[src/rtl/cpu_pkg.sv]
// rtl/cpu_pkg.sv - shared types and constants for the memory stage
package cpu_pkg;

   localparam int DATA_W          = 16;
   localparam int TIMEOUT_DEFAULT = 15;
   localparam int CNT_W           = 4;

   typedef enum logic {
      IDLE   = 1'b0,
      ACCESS = 1'b1
   } mem_state_e;

endpackage

[src/rtl/memwb_register.sv]
// rtl/memwb_register.sv - MemoryWriteback pipeline register with bubble insert
module memwb_register
   import cpu_pkg::*;
(
   input  logic              clk,
   input  logic              rst,
   input  logic              bubble_in,
   input  logic              wbs_in,
   input  logic              wme_in,
   input  logic              ni_in,
   input  logic [DATA_W-1:0] alu_in,
   input  logic [DATA_W-1:0] rdata_in,
   output logic              wbs_out,
   output logic              wme_out,
   output logic              ni_out,
   output logic [DATA_W-1:0] alu_out,
   output logic [DATA_W-1:0] rdata_out
);

   logic              wbs_q, wbs_d;
   logic              wme_q, wme_d;
   logic              ni_q, ni_d;
   logic [DATA_W-1:0] alu_q, alu_d;
   logic [DATA_W-1:0] rdata_q, rdata_d;

   // Next contents: the incoming instruction, or an empty slot while the stage stalls
   always_comb begin
      wbs_d   = wbs_in;
      wme_d   = wme_in;
      ni_d    = ni_in;
      alu_d   = alu_in;
      rdata_d = rdata_in;
      if (bubble_in) begin
         wbs_d   = 1'b0;
         wme_d   = 1'b0;
         ni_d    = 1'b1;
         alu_d   = '0;
         rdata_d = '0;
      end
   end

   // Register loads every cycle; reset leaves a bubble in the slot
   always_ff @(posedge clk or posedge rst) begin
      if (rst) begin
         wbs_q   <= 1'b0;
         wme_q   <= 1'b0;
         ni_q    <= 1'b1;
         alu_q   <= '0;
         rdata_q <= '0;
      end else begin
         wbs_q   <= wbs_d;
         wme_q   <= wme_d;
         ni_q    <= ni_d;
         alu_q   <= alu_d;
         rdata_q <= rdata_d;
      end
   end

   assign wbs_out   = wbs_q;
   assign wme_out   = wme_q;
   assign ni_out    = ni_q;
   assign alu_out   = alu_q;
   assign rdata_out = rdata_q;

endmodule

[src/rtl/memory_stage.sv]
// rtl/memory_stage.sv - pipeline memory stage with data-memory handshake and timeout
module memory_stage
   import cpu_pkg::*;
#(
   parameter int TIMEOUT = TIMEOUT_DEFAULT
)
(
   input  logic              clk,
   input  logic              rst,
   input  logic              wbs_in,
   input  logic              wme_in,
   input  logic              mm_in,
   input  logic              wm_in,
   input  logic              ni_in,
   input  logic [DATA_W-1:0] ALUresult_in,
   input  logic [DATA_W-1:0] memData_in,
   output logic              mem_req,
   output logic              mem_we,
   output logic [DATA_W-1:0] mem_addr,
   output logic [DATA_W-1:0] mem_wdata,
   input  logic [DATA_W-1:0] mem_rdata,
   input  logic              mem_ack,
   output logic              stall_out,
   output logic              wbs_out,
   output logic              wme_out,
   output logic              ni_out,
   output logic [DATA_W-1:0] ALUresult_out,
   output logic [DATA_W-1:0] readData_out,
   output logic              err_out
);

   mem_state_e        state_q, state_d;
   logic [CNT_W-1:0]  cnt_q, cnt_d;
   logic              req_q, req_d;
   logic              we_q, we_d;
   logic [DATA_W-1:0] addr_q, addr_d;
   logic [DATA_W-1:0] wdata_q, wdata_d;
   logic              err_q, err_d;

   logic              access;
   logic              in_access;
   logic              timeout;
   logic              stall;
   logic [DATA_W-1:0] wb_rdata;

   // Handshake decode; mem_ack only matters while a transaction is open
   always_comb begin
      access    = (mm_in | wm_in) & ~ni_in;
      in_access = (state_q == ACCESS);
      timeout   = in_access & (cnt_q == CNT_W'(TIMEOUT - 1)) & ~mem_ack;
      stall     = (~in_access & access) | (in_access & ~mem_ack & ~timeout);
      wb_rdata  = (in_access & mem_ack & ~we_q) ? mem_rdata : '0;
   end

   // Transaction FSM: capture request on entry, hold it, release on ack or timeout
   always_comb begin
      state_d = state_q;
      cnt_d   = cnt_q;
      req_d   = req_q;
      we_d    = we_q;
      addr_d  = addr_q;
      wdata_d = wdata_q;
      err_d   = err_q;
      case (state_q)
         IDLE: begin
            if (access) begin
               state_d = ACCESS;
               cnt_d   = '0;
               req_d   = 1'b1;
               we_d    = wm_in;
               addr_d  = ALUresult_in;
               wdata_d = memData_in;
            end
         end
         ACCESS: begin
            cnt_d = cnt_q + 1'b1;
            if (mem_ack || timeout) begin
               state_d = IDLE;
               req_d   = 1'b0;
               we_d    = 1'b0;
            end
            if (timeout) begin
               err_d = 1'b1;
            end
         end
      endcase
   end

   // State and request registers
   always_ff @(posedge clk or posedge rst) begin
      if (rst) begin
         state_q <= IDLE;
         cnt_q   <= '0;
         req_q   <= 1'b0;
         we_q    <= 1'b0;
         addr_q  <= '0;
         wdata_q <= '0;
         err_q   <= 1'b0;
      end else begin
         state_q <= state_d;
         cnt_q   <= cnt_d;
         req_q   <= req_d;
         we_q    <= we_d;
         addr_q  <= addr_d;
         wdata_q <= wdata_d;
         err_q   <= err_d;
      end
   end

   // Upstream holds the instruction during a stall, so its fields are still valid on exit
   memwb_register u_memwb (
      .clk       (clk),
      .rst       (rst),
      .bubble_in (stall),
      .wbs_in    (wbs_in),
      .wme_in    (wme_in),
      .ni_in     (ni_in),
      .alu_in    (ALUresult_in),
      .rdata_in  (wb_rdata),
      .wbs_out   (wbs_out),
      .wme_out   (wme_out),
      .ni_out    (ni_out),
      .alu_out   (ALUresult_out),
      .rdata_out (readData_out)
   );

   assign mem_req   = req_q;
   assign mem_we    = we_q;
   assign mem_addr  = addr_q;
   assign mem_wdata = wdata_q;
   assign stall_out = stall;
   assign err_out   = err_q;

endmodule

[config.mk]
export PLATFORM = sky130hd
export DESIGN_NAME = memory_stage
export DESIGN_NICKNAME = d
export VERILOG_FILES = /design/src/rtl/cpu_pkg.sv /design/src/rtl/memwb_register.sv /design/src/rtl/memory_stage.sv
export SDC_FILE = /design/constraint.sdc
export NUM_CORES = 1
export LEC_CHECK = 0
export BUFFER_PORTS_ARGS = -buffer_cell sky130_fd_sc_hd__buf_2
export CORE_MARGIN = 2
export CORE_UTILIZATION = 48
export CTS_BUF_LIST = sky130_fd_sc_hd__clkbuf_4
export DETAILED_ROUTE_END_ITERATION = 16
export GPL_TIMING_DRIVEN = 0
export MAX_ROUTING_LAYER = met4
export PLACE_DENSITY = 0.9
export SLEW_MARGIN = 20
export SYNTH_ARGS = -nofsm -noshare
export SYNTH_HDL_FRONTEND = slang
export SYNTH_SLANG_ARGS = --single-unit
[constraint.sdc]
create_clock -name clk -period 2.5 [get_ports clk]
set_input_delay 0.375 -clock clk [delete_from_list [all_inputs] [get_ports clk]]
set_output_delay 0.375 -clock clk [all_outputs]
set_load 0.03 [all_outputs]
## Word-level counts from Yosys, hierarchy flattened

Index checks and enable logic that the tools add are counted.
W data, S select, Z words.

- Flip-flop bits (word level): 75
- Latch bits: 0
- Memory bits (writable): 0
- Bits in read-only memories: 0
- Logic and storage cells: 51
- Memories: 0

- $add $sub $neg: 1
- Multiply operators: 0
- Div/mod/pow operators: 0
- $lt $le $gt $ge: 0
- Eq/ne operators: 3
- Shift-type cells: 0
- Mux-type cells: 16
- Bitwise gates (word level): 15
- Reduce and logical (&&, ||, !) cells: 4

Operators by type and width:

| cell | number |
|---|---|
| $mux W16 | 3 |
| $and A1 B1 Y1 | 8 |
| $mux W1 | 8 |
| $pmux W4 S2 | 1 |
| $pmux W1 S2 | 3 |
| $reduce_and A2 Y1 | 3 |
| $not A1 Y1 | 5 |
| $add A4 B1 Y4 const B | 1 |
| $eq A4 B4 Y1 const B | 1 |
| $mux W4 | 1 |
| $ne A2 B1 Y1 const B | 1 |
| $ne A2 B2 Y1 const B | 1 |
| $or A1 B1 Y1 | 2 |
| $logic_or A1 B1 Y1 | 1 |

## Longest topological paths before layout

- Word-level depth: 7
- Depth in mapped cells: 6
- Mapped depth without buffers: 5

## Cells and area by module

From an unflattened synthesis, not the netlist that was laid out.

- Cells, all modules: 198
- Area total of the unflattened synthesis: 2837.7 µm²

Modules (own cells, without submodules):

| module | times used | cells each | area an instance (µm²) | seq. area each (µm²) |
|---|---|---|---|---|
| memory_stage | 1 | 124 | 1715.4 | 1001.0 |
| memwb_register | 1 | 74 | 1122.3 | 877.1 |

## Least setup slack after synthesis

Ideal clock, no wire load.

- Kind: flip-flop to output port
- From: reg cnt_q[0]
- To: out stall_out
- Arrival time: 1.289 ns
- Data required time: 2.125 ns
- Slack: 0.836 ns
- Cell stages (with the launch flop): 7
- Buffers on the path: 1
- Cell sequence: dfrtp_1 -> inv_1 -> ha_1 -> nand4_1 -> o211ai_1 -> clkbuf_1 -> inv_1

- Word-level cells in the longest chain between the ends: 6

Ends and longest elaborated chain:

| element | line | text |
|---|---|---|
| from (decl) | memory_stage.sv:33 | `logic [CNT_W-1:0] cnt_q, cnt_d;` |
| from (signal assigned) | memory_stage.sv:101 | `cnt_q <= cnt_d;` |
| $eq A4 B4 Y1 | memory_stage.sv:50 | `timeout = in_access & (cnt_q == CNT_W'(TIMEOUT - 1)) & ~mem_ack;` |
| $and A1 B1 Y1 (2 in series) | memory_stage.sv:50 |  |
| $not A1 Y1 | memory_stage.sv:51 | `stall = (~in_access & access) \| (in_access & ~mem_ack & ~timeout);` |
| $and A1 B1 Y1 | memory_stage.sv:51 |  |
| $or A1 B1 Y1 | memory_stage.sv:51 |  |
| to (decl) | memory_stage.sv:23 | `output logic stall_out,` |

No other way between the ends.

## Worst setup path after layout

Same ends and word-level chain as after synthesis.

==> impl_metrics.toml <==
[worst_setup_path]
critPathArrivalTime_ns = 1.94
end_kind = "primary output"
critical_path_class = "reg2out"
crit_path_max_fanout = 10
required_ns = 2.12
start_kind = "flop"

[power]
cellPowerDensity_nw_per_um2 = 1030
power_mw = 3.80
vdd_ir_drop_max_mv = 0.501
p_seq_frac = 0.442
intPower_mw = 2.34
clkPwrFrac = 0.160
p_switching_mw = 1.46
p_comb_frac = 0.399
leakage_nw = 1.99
p_sw_frac = 0.384

[clocking]
clk_path_buf_depth = 2
numCtsBuffers = 9
htreeDepth = 3
cts_tree = "built"
clockRootBuffer = "clkbuf_4"
clock_sinks = 75
clk_latency_ns = 0.40
post_cts_buffers = 0
clk_pin_slew_ns = 0.11

[floorplanning]
ios = 127
die-area_sq_um = 6510
start_util = 0.503
fp-row-count = 27
fp.coreArea_sq_um = 5610
die_w_um = 80.7
die_y_um = 80.7

[drt]
routed_via_density = 4.64
drtIter0Drc = 56
ant_nets = 0
remaining_drc_errors = 0
totalWireLength_mm = 5.71
wl_per_cell_um = 14.5
first_pass_iters = 4
vias = 1827

[flow_run]
drv_cap = 0

[finish]
num_antenna_cells = 0
syn_to_final_growth_pct = 30.6
post-route-cell-area_sq_um = 3690
finish.net_count = 375
fill_cells = 443
layout-drive-gt1-share = 0.578

[synth]
yosys_warnings = 0
synth_cell_types = 26
ys_seq_area_frac = 0.666
syn_area_sq_um = 2820
synth_top_area_share = 0.656
synthCells = 178
syn-mean-instance-area_sq_um = 15.9
ys_seq_elements = 75
synth_area_leaders = "dfrtp_1, mux2_4, and2_1"
yosys.area.top_type = "dfrtp_1"
syn_nets = 236

[place]
place_ws_ns = 0.482
io_buffers = 126
dpl_cell_area_sq_um = 3560
gp_congestion = 0.718
dpl.hpwl_mm = 4.20

[outcome]
status = "complete, no violations"

[grt]
grt_max_degree = 39
overflow = 0
grt_pass1_wl_mm = 8.74
grt_usage = 0.194
grt_pass1_vias = 1895
antenna_found_initial = 0

[timing]
skew_ns = 0.00896
rsz0062_at_grt = "no"
setup_viol = 0
slew_headroom = 0.689
max_freq_mhz = 432
min_period_ns = 2.31
fin_setup_tns_ns = 0
hold_viol = 0
period_share = 0.926
tightest_slew_ns = 0.467
setup_ws_ns = 0.186
drv_slew = 0

[worst_hold_path]
hold_class = "in2reg"
critical path, stage by stage (launching register included):
cell      delay, ns
dfrtp_1        0.43
inv_1          0.08
ha_1           0.15
nand4_1        0.21
o211ai_1       0.22
buf_4          0.23
inv_1          0.04
buf_2          0.17
logic make-up (layout without fill, tap and decap cells):
group                      Yosys count  count (layout)  synth area share
AOI/OAI and AO/OA                    6               6            0.0169
xor gates and xnor gates             2               2           0.00621
buffers and inverters               13             157            0.0355
muxes                               33              33             0.166
and+or+nand+nor                     47              47             0.101
adders and majority gates            2               2           0.00887
DFF                                 75              75             0.666
flip-flops by register name, indices dropped and copies added (netlist names), 4 cells and up:
signal	flops
u_memwb.alu_out	16
mem_addr	16
u_memwb.rdata_out	16
mem_wdata	16
cnt_q	4
final cells by class:
class | count | area, sq um | area share
Buffer | 8 | 85.1 | 0.0231
Clock buffer | 12 | 90.1 | 0.0244
Clock inverter | 4 | 17.5 | 0.00475
Inverter | 5 | 21.3 | 0.00577
Multi-Input combinational cell | 90 | 843 | 0.229
Sequential cell | 75 | 1880 | 0.510
Tap cell | 72 | 90.1 | 0.0244
Timing Repair Buffer | 128 | 661 | 0.179
layer usage:
layer  up-vias  routed length [um]  GRT usage
met1       877                2280      0.225
met4         0                 132      0.107
met3        11                 396     0.0449
met2        80                2910      0.312
li1        859                   -          -
met5         -                   0          -
final timing paths:
| kind | start | slack [ns] | cells after the start | end |
|---|---|---|---|---|
| min reg2reg | err_out$_DFFE_PP0P_ | 0.49 | 1 | err_out$_DFFE_PP0P_ |
| max in group asynchronous | rst | 1.35 | 4 | u_memwb.ni_out$_DFF_PP1_ |
| min in group asynchronous | rst | 0.54 | 3 | u_memwb.alu_out[3]$_DFF_PP0_ |
| max reg2reg | cnt_q[0]$_DFFE_PP0P_ | 0.83 | 6 | u_memwb.wme_out$_DFF_PP0_ |
| min | mem_rdata[9] | 0.16 | 2 | u_memwb.rdata_out[9]$_DFF_PP0_ |
| max | cnt_q[0]$_DFFE_PP0P_ | 0.19 | 7 | stall_out |
through the flow:
step	hold WS (ns)	util	std cells
finish	0.163	0.657	394
global route	0.130	0.657	394
floorplan	0.473	-	178
CTS	0.138	0.657	394
global placement	0.458	0.632	376
detailed placement	0.432	0.636	377
cell usage after synthesis:
cell and n:
a22o_1 1, a31o_2 1, and2_1 34, and3_1 1, buf_12 2, buf_4 1
buf_6 2, clkbuf_1 3, dfrtp_1 74, dfstp_2 1, ha_1 2, inv_1 5
mux2_2 7, mux2_4 26, nand2_1 3, nand2b_1 1, nand4_1 2, nor2_1 4
nor2b_4 1, o211ai_1 1, o21ai_0 1, o21ba_2 1, o21bai_1 1, or2_2 1
xnor2_1 1, xor2_1 1
power groups by stage:
stage	Combinational (mW)	Clock, mW	Sequential (mW)
2_1_floorplan	0.519	0	2.25
3_3_place_gp	1.49	0	1.68
3_5_place_dp	1.52	0	1.70
4_1_cts	1.53	0.629	1.68
5_1_grt	1.62	0.691	1.71
6_report	1.52	0.607	1.68
layout by cell type (no fill, tap or decap):
master,instances
mux2_4,26
buf_4,2
o21bai_1,1
xor2_1,1
nand4_1,2
buf_6,2
nand2b_1,1
and2_1,34
clkinv_1,2
ha_1,2
buf_2,126
inv_4,1
o211ai_1,1
clkbuf_1,2
o21ai_0,1
buf_12,3
a22o_1,1
dlygate4sd3_1,1
clkbuf_4,12
clkinv_2,2
nor2_1,4
nor2b_4,1
dfstp_2,1
o21ba_2,1
xnor2_1,1
mux2_2,7
a31o_2,1
dfrtp_1,74
and3_1,1
nand2_1,3
or2_2,1
inv_1,4
timing repair:
item,CTS,global route
cloned,0,0
setup endpoints to repair,1,1
resized for setup,1,3
hold buffers,1,0
endpoints found under the hold margin,37,0
Power figures use the tool's default switching activity.
